File: config.mk
export PLATFORM = sky130hd
export DESIGN_NAME = ws2812b_stream_decoder
export DESIGN_NICKNAME = d
export VERILOG_FILES = /design/src/rtl/ws2812b_stream_decoder_pkg.sv /design/src/rtl/ws2812b_stream_decoder_edge_sync.sv /design/src/rtl/ws2812b_stream_decoder.sv
export SDC_FILE = /design/constraint.sdc
export NUM_CORES = 1
export LEC_CHECK = 0
export CAP_MARGIN = 5
export CORE_MARGIN = 4
export CORE_UTILIZATION = 55
export DETAILED_ROUTE_END_ITERATION = 8
export PLACE_DENSITY = 0.78
export SYNTH_ARGS = -nofsm -noshare
export SYNTH_HDL_FRONTEND = slang
export SYNTH_SLANG_ARGS = --single-unit
export TNS_END_PERCENT = 1
File: constraint.sdc
create_clock -name clk -period 4.7 [get_ports clk]
set_input_delay 1.175 -clock clk [delete_from_list [all_inputs] [get_ports clk]]
set_output_delay 1.175 -clock clk [all_outputs]
set_load 0.03 [all_outputs]
File: src/rtl/ws2812b_stream_decoder_pkg.sv
// ws2812b_stream_decoder_pkg: shared WS2812B link timing (cycles @ 100 MHz) and decoder state type
package ws2812b_stream_decoder_pkg;
  localparam int WS_T0H        = 40;
  localparam int WS_T1H        = 80;
  localparam int WS_T_BIT      = 125;
  localparam int WS_T_MIN_HIGH = 20;
  localparam int WS_T_THRESH   = 63;
  localparam int WS_T_MAX_HIGH = 100;
  localparam int WS_T_RESET    = 5000;
  localparam int WS_CNT_W      = 13;
  typedef enum logic [1:0] {SYNC, IDLE, HIGH, LOW} state_e;
  function automatic logic [7:0] sat_inc8(input logic [7:0] v);
    return (v == 8'hFF) ? v : v + 8'd1;
  endfunction
endpackage

File: src/rtl/ws2812b_stream_decoder_edge_sync.sv
// ws2812b_stream_decoder_edge_sync: 2-flop synchronizer with registered rise/fall strobes
//  clk, reset : clock, synchronous active-high reset
//  din_i      : raw asynchronous serial line
//  level_o    : synchronized level, aligned with the strobes
//  rise_o     : one-cycle strobe on a rising edge of level_o
//  fall_o     : one-cycle strobe on a falling edge of level_o
module ws2812b_stream_decoder_edge_sync (
  input  logic clk,
  input  logic reset,
  input  logic din_i,
  output logic level_o,
  output logic rise_o,
  output logic fall_o
);
  logic meta_q, sync_q, prev_q, rise_q, fall_q;
  always_ff @(posedge clk) begin
    if (reset) begin
      {meta_q, sync_q, prev_q, rise_q, fall_q} <= '0;
    end else begin
      meta_q <= din_i;
      sync_q <= meta_q;
      prev_q <= sync_q;
      rise_q <= sync_q & ~prev_q;
      fall_q <= ~sync_q & prev_q;
    end
  end
  // prev_q takes the new level on the same edge the strobe registers, so they line up
  assign level_o = prev_q;
  assign rise_o  = rise_q;
  assign fall_o  = fall_q;
endmodule

File: src/rtl/ws2812b_stream_decoder.sv
// ws2812b_stream_decoder: measures WS2812B high pulses and reassembles 24-bit GRB pixels
//  clk, reset  : clock, synchronous active-high reset
//  din         : raw asynchronous serial line
//  pixel_data  : last complete pixel, first received bit in [23]
//  pixel_valid : one-cycle strobe, pixel_data updated
//  pixel_count : pixels completed in the current frame (saturating)
//  frame_done  : one-cycle strobe on the latch gap, pixel_count valid
//  bit_error   : one-cycle strobe on any protocol violation
module ws2812b_stream_decoder
  import ws2812b_stream_decoder_pkg::*;
#(
  parameter int T_MIN_HIGH = WS_T_MIN_HIGH,
  parameter int T_THRESH   = WS_T_THRESH,
  parameter int T_MAX_HIGH = WS_T_MAX_HIGH,
  parameter int T_RESET    = WS_T_RESET,
  parameter int CNT_W      = WS_CNT_W
) (
  input  logic        clk,
  input  logic        reset,
  input  logic        din,
  output logic [23:0] pixel_data,
  output logic        pixel_valid,
  output logic [7:0]  pixel_count,
  output logic        frame_done,
  output logic        bit_error
);
  // cnt_q at a falling edge holds (high width - 1), so thresholds are shifted by one
  localparam logic [CNT_W-1:0] GLITCH_LT = CNT_W'(T_MIN_HIGH);
  localparam logic [CNT_W-1:0] ONE_GE    = CNT_W'(T_THRESH - 1);
  localparam logic [CNT_W-1:0] LONG_GE   = CNT_W'(T_MAX_HIGH);
  localparam logic [CNT_W-1:0] GAP_GE    = CNT_W'(T_RESET - 1);
  localparam logic [CNT_W-1:0] CNT_SAT   = CNT_W'(T_RESET);
  logic lvl, rise, fall, bit_in;
  state_e state_q, state_d;
  logic [CNT_W-1:0] cnt_q, cnt_d;
  logic [4:0] bit_q, bit_d;
  logic [22:0] shift_q, shift_d;
  logic [23:0] pix_q, pix_d;
  logic [7:0] pc_q, pc_d;
  logic pv_q, pv_d, fd_q, fd_d, be_q, be_d;
  ws2812b_stream_decoder_edge_sync u_sync (
    .clk    (clk),
    .reset  (reset),
    .din_i  (din),
    .level_o(lvl),
    .rise_o (rise),
    .fall_o (fall)
  );
  always_ff @(posedge clk) begin
    if (reset) begin
      state_q <= SYNC;
      cnt_q   <= '0;
      bit_q   <= '0;
      shift_q <= '0;
      pix_q   <= '0;
      pc_q    <= '0;
      pv_q    <= 1'b0;
      fd_q    <= 1'b0;
      be_q    <= 1'b0;
    end else begin
      state_q <= state_d;
      cnt_q   <= cnt_d;
      bit_q   <= bit_d;
      shift_q <= shift_d;
      pix_q   <= pix_d;
      pc_q    <= pc_d;
      pv_q    <= pv_d;
      fd_q    <= fd_d;
      be_q    <= be_d;
    end
  end
  always_comb begin
    state_d = state_q;
    cnt_d   = (rise || fall) ? '0 : ((cnt_q == CNT_SAT) ? cnt_q : cnt_q + CNT_W'(1));
    bit_d   = bit_q;
    shift_d = shift_q;
    pix_d   = pix_q;
    pv_d    = 1'b0;
    fd_d    = 1'b0;
    be_d    = 1'b0;
    // count survives the strobe cycle so it can be read alongside frame_done
    pc_d    = (fd_q || be_q) ? '0 : pc_q;
    bit_in  = cnt_q >= ONE_GE;
    case (state_q)
      SYNC: state_d = (!lvl && !fall && cnt_q >= GAP_GE) ? IDLE : SYNC;
      IDLE: state_d = rise ? HIGH : IDLE;
      HIGH: begin
        if (cnt_q >= LONG_GE || (fall && cnt_q < GLITCH_LT)) begin
          be_d    = 1'b1;
          bit_d   = '0;
          shift_d = '0;
          state_d = SYNC;
        end else if (fall) begin
          state_d = LOW;
          shift_d = {shift_q[21:0], bit_in};
          bit_d   = bit_q + 5'd1;
          if (bit_q == 5'd23) begin
            pix_d   = {shift_q, bit_in};
            pv_d    = 1'b1;
            bit_d   = '0;
            shift_d = '0;
            pc_d    = sat_inc8(pc_q);
          end
        end
      end
      LOW: begin
        if (rise) begin
          state_d = HIGH;
        end else if (cnt_q >= GAP_GE) begin
          fd_d    = 1'b1;
          be_d    = bit_q != '0;
          bit_d   = '0;
          shift_d = '0;
          state_d = IDLE;
        end
      end
      default: state_d = SYNC;
    endcase
  end
  assign pixel_data  = pix_q;
  assign pixel_valid = pv_q;
  assign pixel_count = pc_q;
  assign frame_done  = fd_q;
  assign bit_error   = be_q;
endmodule

## After elaboration in Yosys (flattened, before gate mapping)

Cells that the tools add are included.

- Register bits after elaboration: 83
- Latch bits: 0
- Memory bits (writable): 0
- Bits in read-only memories: 0
- Bits of input ports: 3
- Logic and storage cells: 88
- Memories: 0

- Add/sub/neg operators: 3
- Multipliers: 0
- Div/mod/pow operators: 0
- Order comparisons: 4
- Eq/ne operators: 11
- Shift-type cells: 0
- Muxes and demuxes: 31
- Bitwise logic cells: 8
- Reduce and logical (&&, ||, !) cells: 17

Operators by type and width:

| operator | number |
|---|---|
| $mux W23 | 5 |
| $mux W8 | 6 |
| $pmux W23 S2 | 1 |
| $mux W5 | 5 |
| $add A13 B1 Y13 const B | 1 |
| $eq A13 B13 Y1 const B | 1 |
| $ge A13 B13 Y1 const B | 1 |
| $ge A13 B6 Y1 const B | 1 |
| $ge A13 B7 Y1 const B | 1 |
| $lt A13 B5 Y1 const B | 1 |
| $mux W2 | 5 |
| $pmux W5 S2 | 1 |
| $add A8 B1 Y8 const B | 1 |
| $eq A8 B8 Y1 const B | 1 |
| $pmux W2 S4 | 1 |
| $reduce_and A4 Y1 | 2 |
| $mux W1 | 6 |
| $ne A3 B2 Y1 const B | 2 |
| $not A1 Y1 | 6 |
| $add A5 B1 Y5 const B | 1 |
| $eq A5 B5 Y1 const B | 1 |
| $ne A5 B5 Y1 const B | 1 |
| $reduce_bool A5 Y1 | 1 |
| $eq A2 B2 Y1 const B | 2 |
| other kinds (13) | 20 |

## Longest topological paths before layout

- Depth in word-level cells: 6
- Gate-level depth with buffers: 8

## Modules after synthesis

From an unflattened synthesis, not the netlist that was laid out.

- Cells, all modules: 368
- Area total of the unflattened synthesis: 3,418.3 um^2

By module, submodules not included:

| module | times used | cells each | area an instance (um^2) | seq. area each (um^2) |
|---|---|---|---|---|
| ws2812b_stream_decoder | 1 | 358 | 3,284.4 | 1,561.5 |
| ws2812b_stream_decoder_edge_sync | 1 | 10 | 133.9 | 100.1 |

## Worst setup path after synthesis

Ideal clock, no wire load.

- Path type: input port to flip-flop
- Start: input port reset
- End: register bit_q[0]
- Library setup time: 0.087 ns
- Arrival: 2.134 ns
- Required time: 4.613 ns
- Path slack: 2.478 ns
- Cell stages on the path: 5
- Path buffers: 1
- Cell sequence: a21oi_1 and3_1 buf_2 or4b_1 o31ai_1

RTL lines:

| element | line | source |
|---|---|---|
| start: declaration | ws2812b_stream_decoder.sv:19 | `input logic reset,` |
| end signal: assignment | ws2812b_stream_decoder.sv:63 | `bit_q <= bit_d;` |
| end: declaration | ws2812b_stream_decoder.sv:36 | `logic [4:0] bit_q, bit_d;` |

==> summary.md <==
| Metric | Value |
|---|---|
| Worst-Skew Late Latency | 0.35 ns |
| Syn_nets | 428 |
| Root buffer cell | clkbuf_8 |
| Largest cells by area after synthesis | dfxtp_1, nand2_1, mux2i_1 |
| Comb pwr share | 0.026 |
| Number of iterations in the first detailed-routing pass | 4 |
| Multi-input logic area | 0.00180 mm2 |
| Seq/Total Area, Yosys | 0.459 |
| CP max FO | 66 |
| Die Ht | 89.2 um |
| Post-DRT Antenna Nets | 0 |
| FP Rows | 29 |
| Setup repair after global routing missed its margin | no |
| Wire per inst | 12.8 um |
| Vias in the first global route | 2,614 |
| Type of the worst min-delay path | reg2reg |
| Layout filler cell count | 539 |
| Worst VDD drop | 0.204 mV |
| Number of flops mapped to enable cells by yosys | 0 |
| Initial Util | 0.567 |
| Worst EP arrival | 3.36 ns |
| Endpoints failing hold | 0 |
| Clock power frac | 0.434 |
| # port buffers | 37 |
| Leakage power | 0.00136 uW |
| Fin Setup TNS | 0 ns |
| Hold_sp | u_sync.sync_q |
| Slowest stage cell, crit path | and3_1 |
| # diodes | 0 |
| Synth unique cells | 54 |
| Sequential fraction of design power | 0.541 |
| Via Count | 2,924 |
| Total global routing track utilization | 0.181 |
| Overall die width | 89.2 um |
| CP max stage delay | 0.75 ns |
| Storage cell area | 0.00166 mm2 |
| Synth Instances | 419 |
| Post-route setup slack | 1.60 ns |
| Tmin final | 3.10 ns |
| Setup WS pre-CTS | 1.28 ns |
| Initial antenna violation count | 0 |
| Area Growth Syn to Fin | 15.6% |
| Yosys warns | 0 |
| Drt initial violations | 167 |
| Final total power | 1320 uW |
| H-tree depth | 3 |
| First-pass GRT wire length | 11,500 um |
| CTS tree | built |
| Status | complete, no violations |
| CTS Hold Bufs | 0 |
| Synth top area share | 0.459 |
| Critical path class | in2reg |
| Gpl congestion | 0.874 |
| Sw frac | 0.224 |
| Worst Setup SP | reset |
| Switching Power | 296 uW |
| CP Capture Type | flop |
| Cell area after synthesis | 0.00362 mm2 |
| Slew HR | 0.318 |
| CP cell instances | buf_2 -> a21oi_1 -> and3_1 -> or4b_1 -> o31ai_1 |
| IO Count | 38 |
| Share of cells above drive strength 1 | 0.0558 |
| DRC viols | 0 |
| Final worst-path cycle share | 0.659 |
| Final setup fails | 0 |
| Max Buffers Root-to-Sink | 2 |
| Max-Cap Viols | 0 |
| Leading area contributor after synthesis | dfxtp_1 |
| Worst setup SP type | input pin |
| Gr ovfl total | 0 |
| Placement Cell Area | 0.00396 mm2 |
| Final nets | 452 |
| Util after Layout | 0.656 |
| CP bufs+invs | 1 |
| HPWL after detailed placement | 4300 um |
| Main synth FF type | dfxtp_1 |
| Clk pin slew, worst setup/hold paths | 0.08 ns |
| Core box area | 0.00639 mm2 |
| FF-to-FF Start | cnt_q[3] |
| Post-CTS setup buffer count | 0 |
| Largest net degree at the start of global routing | 67 |
| WP data required | 4.96 ns |
| Worst-Margin Slew | 1.02 ns |
| Worst Skew | 0.0128 ns |
| Total CTS buffers | 9 |
| Via density | 5.57 |
| Cts repair resizes | 0 |
| Pwr/cell area | 315 mW/mm2 |
| Sink Count | 83 |
| P_int | 1020 uW |
| Achievable Freq | 0.323 GHz |
| Die area | 0.00795 mm2 |
| Fin. max-slew vios | 0 |
| Syn avg cell area | 8.64 um2 |
| Asr flop ratio synth | 0 |
| Cell area after layout | 0.00419 mm2 |
| Delay-heaviest family, CP | simple AND/OR/NAND/NOR gates |
| Drt total wl | 6710 um |
| Number of synthesized register bits | 83 |
==> synth_stat cells, drive strengths merged, types with 8 or more instances <==
master,count
nand2b,25
nand3,10
nand2,89
nor3,9
dfxtp,83
buf,15
clkbuf,10
nor2,25
inv,8
mux2i,23
o21ai,9
a21oi,39
==> worst register-to-register path, cell delays in order (launching register included) <==
cell and delay [ns]:
dfxtp_1 0.42, o311ai_4 0.34, o2111a_1 0.48, and3_1 0.76
or4b_1 0.50, o31ai_1 0.08
==> stage by stage <==
stage                     cells  hold WS [ns]
final                       525         0.414
after global routing        525         0.432
after CTS                   525         0.414
after detailed placement    509         0.401
after global placement      509         0.393
after floorplan             419         0.388
==> power groups by stage <==
stage / Sequential, uW / Clock [uW] / Combinational (uW)
finish: 714 / 572 / 33.7
global route: 715 / 609 / 38.2
CTS: 714 / 579 / 34.1
detailed placement: 730 / 0 / 33.9
global placement: 730 / 0 / 32.7
floorplan: 728 / 0 / 30.0
==> layout by cell type, fill, tap and decap left out, drive strengths merged, types with 2 or more instances in the layout <==
cell type	instances
clkdlybuf4s50	36
nand3	10
nor2b	6
dfxtp	83
clkbuf	9
clkinv	3
a211oi	2
a41oi	2
xor2	7
a21oi	39
and3	5
and4	2
o21ai	9
a31oi	3
or4b	2
xnor2	2
mux2i	23
nand4	6
o31ai	2
nand2b	25
nand4b	2
nor2	25
ha	6
mux2	2
buf	2
nand2	89
o311ai	2
bufinv	2
or3	3
inv	10
nor4	4
nor3	9
==> cell type report <==
cell class | instances | share of cell area
timing repair buffer | 38 | 0.0891
sequential | 83 | 0.397
clock inverter | 7 | 0.0239
multi-input combinational | 303 | 0.430
inverter | 8 | 0.00717
clock buffer | 9 | 0.0296
tap | 77 | 0.0230
==> worst paths after layout <==
path,depth (start not counted),slack (ns),endpoint
worst min register to register,1,0.41,u_sync.fall_o
worst max-delay path,5,1.60,bit_q[0]
worst min-delay path,1,0.41,u_sync.fall_o
worst max register to register,5,2.03,bit_q[0]
==> sequential cells by signal (all words and copies together), names as in the netlist <==
| signal | flops |
|---|---|
| state_q | 2 |
| u_sync.meta_q | 1 |
| u_sync.sync_q | 1 |
| bit_error | 1 |
| u_sync.fall_o | 1 |
| shift_q | 23 |
| bit_q | 5 |
| frame_done | 1 |
| u_sync.level_o | 1 |
| cnt_q | 13 |
| u_sync.rise_o | 1 |
| pixel_valid | 1 |
| pixel_data | 24 |
| pixel_count | 8 |
==> cell families after synthesis <==
kind of cell,count (synthesis),share of synthesized area
simple gates,195,0.267
flops,83,0.459
compound gates,68,0.118
buf+inv,33,0.0439
mux,25,0.0698
xor+xnor,9,0.0218
fa+ha+maj,6,0.0207
==> per-layer routing <==
layer	wire, um	vias up	share of wire	track usage
li1	-	1483	-	-
met1	3190	1348	0.47	0.239
met2	3100	77	0.46	0.285
met3	291	16	0.043	0.0359
met4	128	0	0.019	0.0853
met5	0	-	0	0
Note: power is estimated with default switching activity, not from simulation.
